<file path="config.mk">
export PLATFORM = sky130hd
export DESIGN_NAME = cpu_cycle_sequencer
export DESIGN_NICKNAME = d
export VERILOG_FILES = /design/src/rtl/cpu_cycle_sequencer.sv
export SDC_FILE = /design/constraint.sdc
export NUM_CORES = 1
export LEC_CHECK = 0
export BUFFER_PORTS_ARGS = -buffer_cell sky130_fd_sc_hd__buf_4
export CAP_MARGIN = 25
export CORE_ASPECT_RATIO = 1.25
export CORE_MARGIN = 2
export CORE_UTILIZATION = 51
export CTS_CLUSTER_SIZE = 12
export DETAILED_ROUTE_END_ITERATION = 12
export MAX_ROUTING_LAYER = met4
export PLACE_DENSITY = 0.82
export SETUP_SLACK_MARGIN = 0.4
export SLEW_MARGIN = 20
export SYNTH_ARGS = -nofsm -noshare
export SYNTH_HDL_FRONTEND = slang
export SYNTH_SLANG_ARGS = --single-unit
</file>
<file path="constraint.sdc">
create_clock -name clk -period 1.9 [get_ports clk]
set_input_delay 0.19 -clock clk [delete_from_list [all_inputs] [get_ports clk]]
set_output_delay 0.19 -clock clk [all_outputs]
set_load 0.01 [all_outputs]
</file>
<file path="src/rtl/cpu_cycle_sequencer.sv">
// Instruction-cycle phase sequencer: drives fe/e1/e2 strobes, multiplier launch/wait and halt.
// Optional macro SEQ_CYCLE_COUNT_EN adds a 32-bit busy-cycle counter output (cycle_count).
module cpu_cycle_sequencer #(
  parameter int MUL_LAT  = 3,
  parameter int ICOUNT_W = 16
) (
  input  logic                clk,
  input  logic                reset,
  input  logic                run,
  input  logic                step,
  input  logic [4:0]          opcode,
  input  logic                extra1,
  output logic                fe,
  output logic                e1,
  output logic                e2,
  output logic                mul_start,
  output logic                mul_busy,
  output logic                halted,
  output logic [ICOUNT_W-1:0] instr_count
`ifdef SEQ_CYCLE_COUNT_EN
  ,
  output logic [31:0]         cycle_count
`endif
);

  localparam logic [4:0] OP_STP = 5'b00000;
  localparam logic [4:0] OP_MLR = 5'b01001;
  localparam int         CNT_W  = $clog2(MUL_LAT + 1);
  localparam logic [CNT_W-1:0] WAIT_LOAD = CNT_W'((MUL_LAT > 1) ? (MUL_LAT - 2) : 0);

  typedef enum logic [2:0] {
    IDLE,
    FETCH,
    EXEC1,
    MUL_WAIT,
    EXEC2,
    HALT
  } state_t;

  state_t           state, state_next;
  logic             step_mode, step_mode_next;
  logic             retire;
  logic [CNT_W-1:0] wait_cnt;

  always_ff @(posedge clk or posedge reset) begin
    if (reset) begin
      state       <= IDLE;
      step_mode   <= 1'b0;
      wait_cnt    <= '0;
      instr_count <= '0;
    end else begin
      state     <= state_next;
      step_mode <= step_mode_next;
      // Reload on every e1 so the wait always starts from a full count.
      if (state == EXEC1)
        wait_cnt <= WAIT_LOAD;
      else if (state == MUL_WAIT && wait_cnt != '0)
        wait_cnt <= wait_cnt - 1'b1;
      if (retire)
        instr_count <= instr_count + ICOUNT_W'(1);
    end
  end

  always_comb begin
    state_next     = state;
    step_mode_next = step_mode;
    retire         = 1'b0;
    mul_start      = 1'b0;
    case (state)
      IDLE: begin
        if (run) begin
          state_next     = FETCH;
          step_mode_next = 1'b0;
        end else if (step) begin
          state_next     = FETCH;
          step_mode_next = 1'b1;
        end
      end
      FETCH: state_next = EXEC1;
      EXEC1: begin
        if (opcode == OP_STP) begin
          state_next = HALT;
        end else if (extra1) begin
          if (opcode == OP_MLR) begin
            mul_start  = 1'b1;
            state_next = (MUL_LAT > 1) ? MUL_WAIT : EXEC2;
          end else begin
            state_next = EXEC2;
          end
        end else begin
          retire = 1'b1;
        end
      end
      MUL_WAIT: begin
        if (wait_cnt == '0)
          state_next = EXEC2;
      end
      EXEC2: retire = 1'b1;
      HALT:  state_next = HALT;
      default: state_next = IDLE;
    endcase
    // A stepped instruction always returns to IDLE, even if run rose meanwhile.
    if (retire) begin
      state_next     = (run && !step_mode) ? FETCH : IDLE;
      step_mode_next = 1'b0;
    end
  end

  assign fe       = (state == FETCH);
  assign e1       = (state == EXEC1);
  assign e2       = (state == EXEC2);
  assign mul_busy = (state == MUL_WAIT);
  assign halted   = (state == HALT);

`ifdef SEQ_CYCLE_COUNT_EN
  always_ff @(posedge clk or posedge reset) begin
    if (reset)
      cycle_count <= '0;
    else if (state == FETCH || state == EXEC1 || state == MUL_WAIT || state == EXEC2)
      cycle_count <= cycle_count + 32'd1;
  end
`endif

endmodule
</file>
### Yosys cells after proc, flatten, opt, wreduce, memory -nomap -nowiden

Cells that the tools add are included.

* register bits after elaboration: 22
* latch bits: 0
* memory bits (writable): 0
* memory bits (read-only): 0
* bits of input ports: 10
* output and inout port bits: 22
* word-level logic and storage cells: 50
* memories kept: 0

* $add $sub $neg: 2
* multipliers: 0
* divide/modulo/power cells: 0
* magnitude comparators: 0
* equality and inequality tests: 10
* shift-type cells: 0
* muxes and demuxes: 22
* bitwise logic cells: 0
* reduce and logical (&&, ||, !) cells: 12

Operators with widths (number)
* $mux 3: 7
* $pmux 3 s6: 1
* $add 16x1->16 const B: 1
* $mux 1: 11
* $eq 3x2->1 const B: 2
* $eq 3x3->1 const B: 2
* $reduce_bool 2->1: 3
* $eq 5x4->1 const B: 1
* $logic_not 5->1: 1
* $mux 2: 2
* $ne 4x2->1 const B: 1
* $ne 4x4->1 const B: 1
* $reduce_and 4->1: 1
* $eq 3x1->1 const B: 1
* $logic_not 3->1: 1
* $ne 3x1->1 const B: 1
* $reduce_bool 3->1: 1
* $logic_and 1x1->1: 2
* $logic_not 2->1: 1
* $ne 2x1->1 const B: 1
* $pmux 1 s2: 1
* $reduce_and 2->1: 1
* $sub 2x1->2 const B: 1
* $logic_not 1->1: 1

### Depth between registers and ports, before layout

* depth in word-level cells: 6
* gate-level depth with buffers: 7
* depth with buffers taken out: 5

### Worst setup path before layout

Ideal clock, no wire load.

* path type: register to register
* from: reg instr_count[4]
* to: reg instr_count[14]
* arrival time: 1385 ps
* data required time: 1775 ps
* setup slack: 390 ps
* stages on the path, launching flop included: 6
* buffers on the path: 0
* path through: dfrtp_1 > and4_4 > and4_4 > and4_4 > nand4_1 > xnor2_1

* cells in the longest elaborated chain, start to end: 1

RTL lines
* start: declaration: line 19 `output logic [ICOUNT_W-1:0] instr_count`
* start signal: assignment: line 60 `instr_count <= instr_count + ICOUNT_W'(1);`
* $add 16x1->16: line 60

Every way passes these cells.
A chain may end at the register's enable or synchronous reset.

### Worst setup path in the final report

* from: reg state[2]
* to: reg instr_count[8]

* cells in the longest elaborated chain, start to end: 2
* elaborated cells on any way between the ends: 3
* those cells by class: eq/ne (2); mux (1)

RTL lines
* start: declaration: line 40 `state_t state, state_next;`
* start signal: assignment: line 52 `state <= state_next;`
* $eq 3x3->1 / $eq 3x2->1 (equally long branches): line 69 `case (state)`
* $pmux 1 s2 (*): line 69

Mark *: on every way between the ends. The rest lies on a longest branch, timed or not.

==> metrics <==
DR vias 1133; Post-Layout Cell Count ~200; ANT nets after route 0; Hold Path Cell Cnt 2; Remaining Overflow, GRT 0; Netlist cell types 34; GRT Total Usage 22.65%; ANT cells 0; Starting Density 54.27%; fin crit share 80.19%; Seq/Total Area, Yosys between 40 and 50%; final setup vio count 0; top achievable clock speed between 600 and 700 MHz; CTS tree built; Synth Flop Type dfrtp_1; wire per inst 14.51 um; Async S/R FF share, synth between 90% and 100%; pwr/cell area between 1000 and 1500 nW/um2; HP Class in -> reg; CP Capture Type flip-flop; CP most frequent cell buf_6; DRT iter0 DRCs 19; die area around 2800 um2; CP Max Fanout 8; vias in the first global route between 1000 and 1500; clk_skew around 0.0069 ns; global-route wire length before repair 4512 um; Crit. path cell count 7; r2r worst-path depth 7; Layout area overhead 39.94%; Worst setup SP type flip-flop; DRC Markers 0; via/cell ratio approximately 5.7; share of cells above drive strength 1 ~44%; setup tns final 0 ns; status complete, no violations; Die H approximately 58 um; RSZ-0062 raised after global routing true; CP bufs+invs 2; Mapped Avg Cell Area 10.08 um2; Max stage delay on crit path ~0.44 ns; cell row count 19; IO Pins 32; max-slew violations 0; Worst VDD drop approximately 1.0 mV; dpl hpwl between 1500 and 2000 um; Worst-Skew Late Latency 0.31 ns; final wirelength around 2900 um; Cells after Synth ~120; Worst path slowest cell dfrtp_1; cell area after synthesis ~1200 um2; largest net degree at the start of global routing 15; worst path required time 2.10 ns; Die X between 40 and 50 um; max_cap viols 0; Final Cell Area between 1500 and 2000 um2; CTS Buf Count 3; cell leakage power about 0.00079 uW; Slew @ Worst Pin just over 0.5 ns; post-synthesis register bit count 22; port bufs 31; critical-path cell list buf_6, nor3b_2, o21ai_1, a21oi_2, buf_6, nand4_1, xnor2_1; Data arrival, critical path 1.72 ns; 1st-pass router iterations 4; Placed Area ~1500 um2; Slew headroom roughly 66%; H-tree depth 1; final total power roughly 2100 uW; Post-Place Cells 181; initial antenna violation count 0; Tmin final ~1.5 ns; Reg2Reg Setup Slack around 0.38 ns; GP Congestion approximately 0.82; Worst-path clk slew between 0.1 and 0.15 ns; clk sink count 22; Hold Fails Final Rpt 0; top cell family by delay on the critical path flip-flops; nets 180; number of synthesized flops with an enable pin 0; clock root cell clkbuf_4; clock tree buffer depth 2; Setup CP Type reg -> reg; Synthesized Nets 131; Core Footprint about 2200 um2; synth warn 0
-- placed cells by master, fill, tap and decap left out, types with 2 or more instances in the layout --
| cell | instances |
|---|---|
| xnor2_1 | 14 |
| dfrtp_2 | 3 |
| a21oi_1 | 7 |
| nand3_1 | 4 |
| dfrtp_1 | 19 |
| and4_4 | 3 |
| buf_6 | 4 |
| and2_1 | 2 |
| o21ai_0 | 4 |
| nor3b_2 | 3 |
| nor2b_1 | 2 |
| nor2_1 | 2 |
| nand2_1 | 7 |
| nand4_1 | 6 |
| nor3_1 | 5 |
| o31ai_1 | 2 |
| and3_1 | 5 |
| inv_1 | 4 |
| buf_4 | 44 |
| ha_1 | 2 |
| clkbuf_4 | 3 |
-- final cells by class --
| type | instances | area [um2] |
|---|---|---|
| multi-input cells | 87 | 645.6 |
| flip-flops and latches | 22 | 554.3 |
| fillers | 155 | 531.8 |
| repair buffers | 49 | 385.4 |
| well taps | 31 | 38.79 |
| clock buffers | 4 | 36.28 |
| inverters | 5 | 18.77 |
-- through the flow --
stage          worst slack (ns)  util (%)  hold WS [ns]
6_report                 0.3765     75.95       0.06430
5_1_grt                  0.2974     75.95       0.05444
4_1_cts                  0.3923     72.67       0.06135
3_5_place_dp             0.3316     66.78        0.2458
3_3_place_gp             0.3790     66.78        0.2430
2_1_floorplan            0.3987         -        0.1792
-- Yosys cell counts (2+ instances only) --
cell type | instances | area (um2)
dfrtp_1 | 22 | 550.5
xnor2_1 | 14 | 122.6
a21oi_1 | 7 | 35.03
nand2_1 | 7 | 26.28
nand4_1 | 6 | 37.54
nor3_1 | 6 | 30.03
and3_1 | 5 | 31.28
inv_1 | 5 | 18.77
o21ai_0 | 5 | 25.02
nand3_1 | 4 | 20.02
and2_1 | 3 | 18.77
and4_4 | 3 | 33.78
clkbuf_1 | 3 | 11.26
nor2_1 | 3 | 11.26
nor2b_1 | 3 | 18.77
buf_6 | 2 | 22.52
ha_1 | 2 | 25.02
nor3b_1 | 2 | 15.01
o31ai_1 | 2 | 15.01
-- sequential cells by signal, indices dropped and copies added, names as in the netlist --
register,cells
step_mode,1
wait_cnt,2
state,3
instr_count,16
-- repair_timing --
action                                  in CTS  in global routing
hold buffers                                 1                  0
resized for setup                           11                 10
gates cloned                                 1                  0
buffers inserted                             6                  5
endpoints found under the setup margin       7                 22
pin swaps                                    3                  5
endpoints found under the hold margin       12                  0
-- cells by family after synthesis --
| kind of cell | after synthesis | synth area share (%) |
|---|---|---|
| buffers and inverters | 10 | 4.380 |
| XOR/XNOR | 15 | 10.95 |
| flip-flops | 22 | 45.88 |
| AO/OA/AOI/OAI | 21 | 11.05 |
| AND/OR/NAND/NOR | 48 | 24.71 |
| adder cells (fa/ha/maj) | 2 | 2.085 |
| multiplexers | 1 | 0.9384 |
-- worst paths after layout --
path                                               end                   startpoint
max                         instr_count[8]$_DFFE_PP0P_         state[2]$_DFFE_PP0P_
min reg2reg                instr_count[15]$_DFFE_PP0P_  instr_count[15]$_DFFE_PP0P_
min                              step_mode$_DFFE_PP0P_                          run
max in group asynchronous   instr_count[6]$_DFFE_PP0P_                        reset
min in group asynchronous      wait_cnt[0]$_DFFE_PP0P_                        reset
max reg2reg                 instr_count[8]$_DFFE_PP0P_         state[2]$_DFFE_PP0P_
-- power breakdown --
| part | internal, uW | switching (uW) |
|---|---|---|
| clock network | 117 | 139 |
| registers | 583 | 109 |
| logic | 585 | 579 |
-- layer usage --
metal / track usage [%] / vias up / routed length, um / share of wire, %
met5: - / - / 0 / 0
met4: 11.51 / 0 / 117 / 4.1
met3: 2.804 / 12 / 119 / 4.1
met2: 37.07 / 43 / 1515 / 53
met1: 26.04 / 556 / 1120 / 39
li1: - / 522 / - / -
Power figures use the tool's default switching activity.
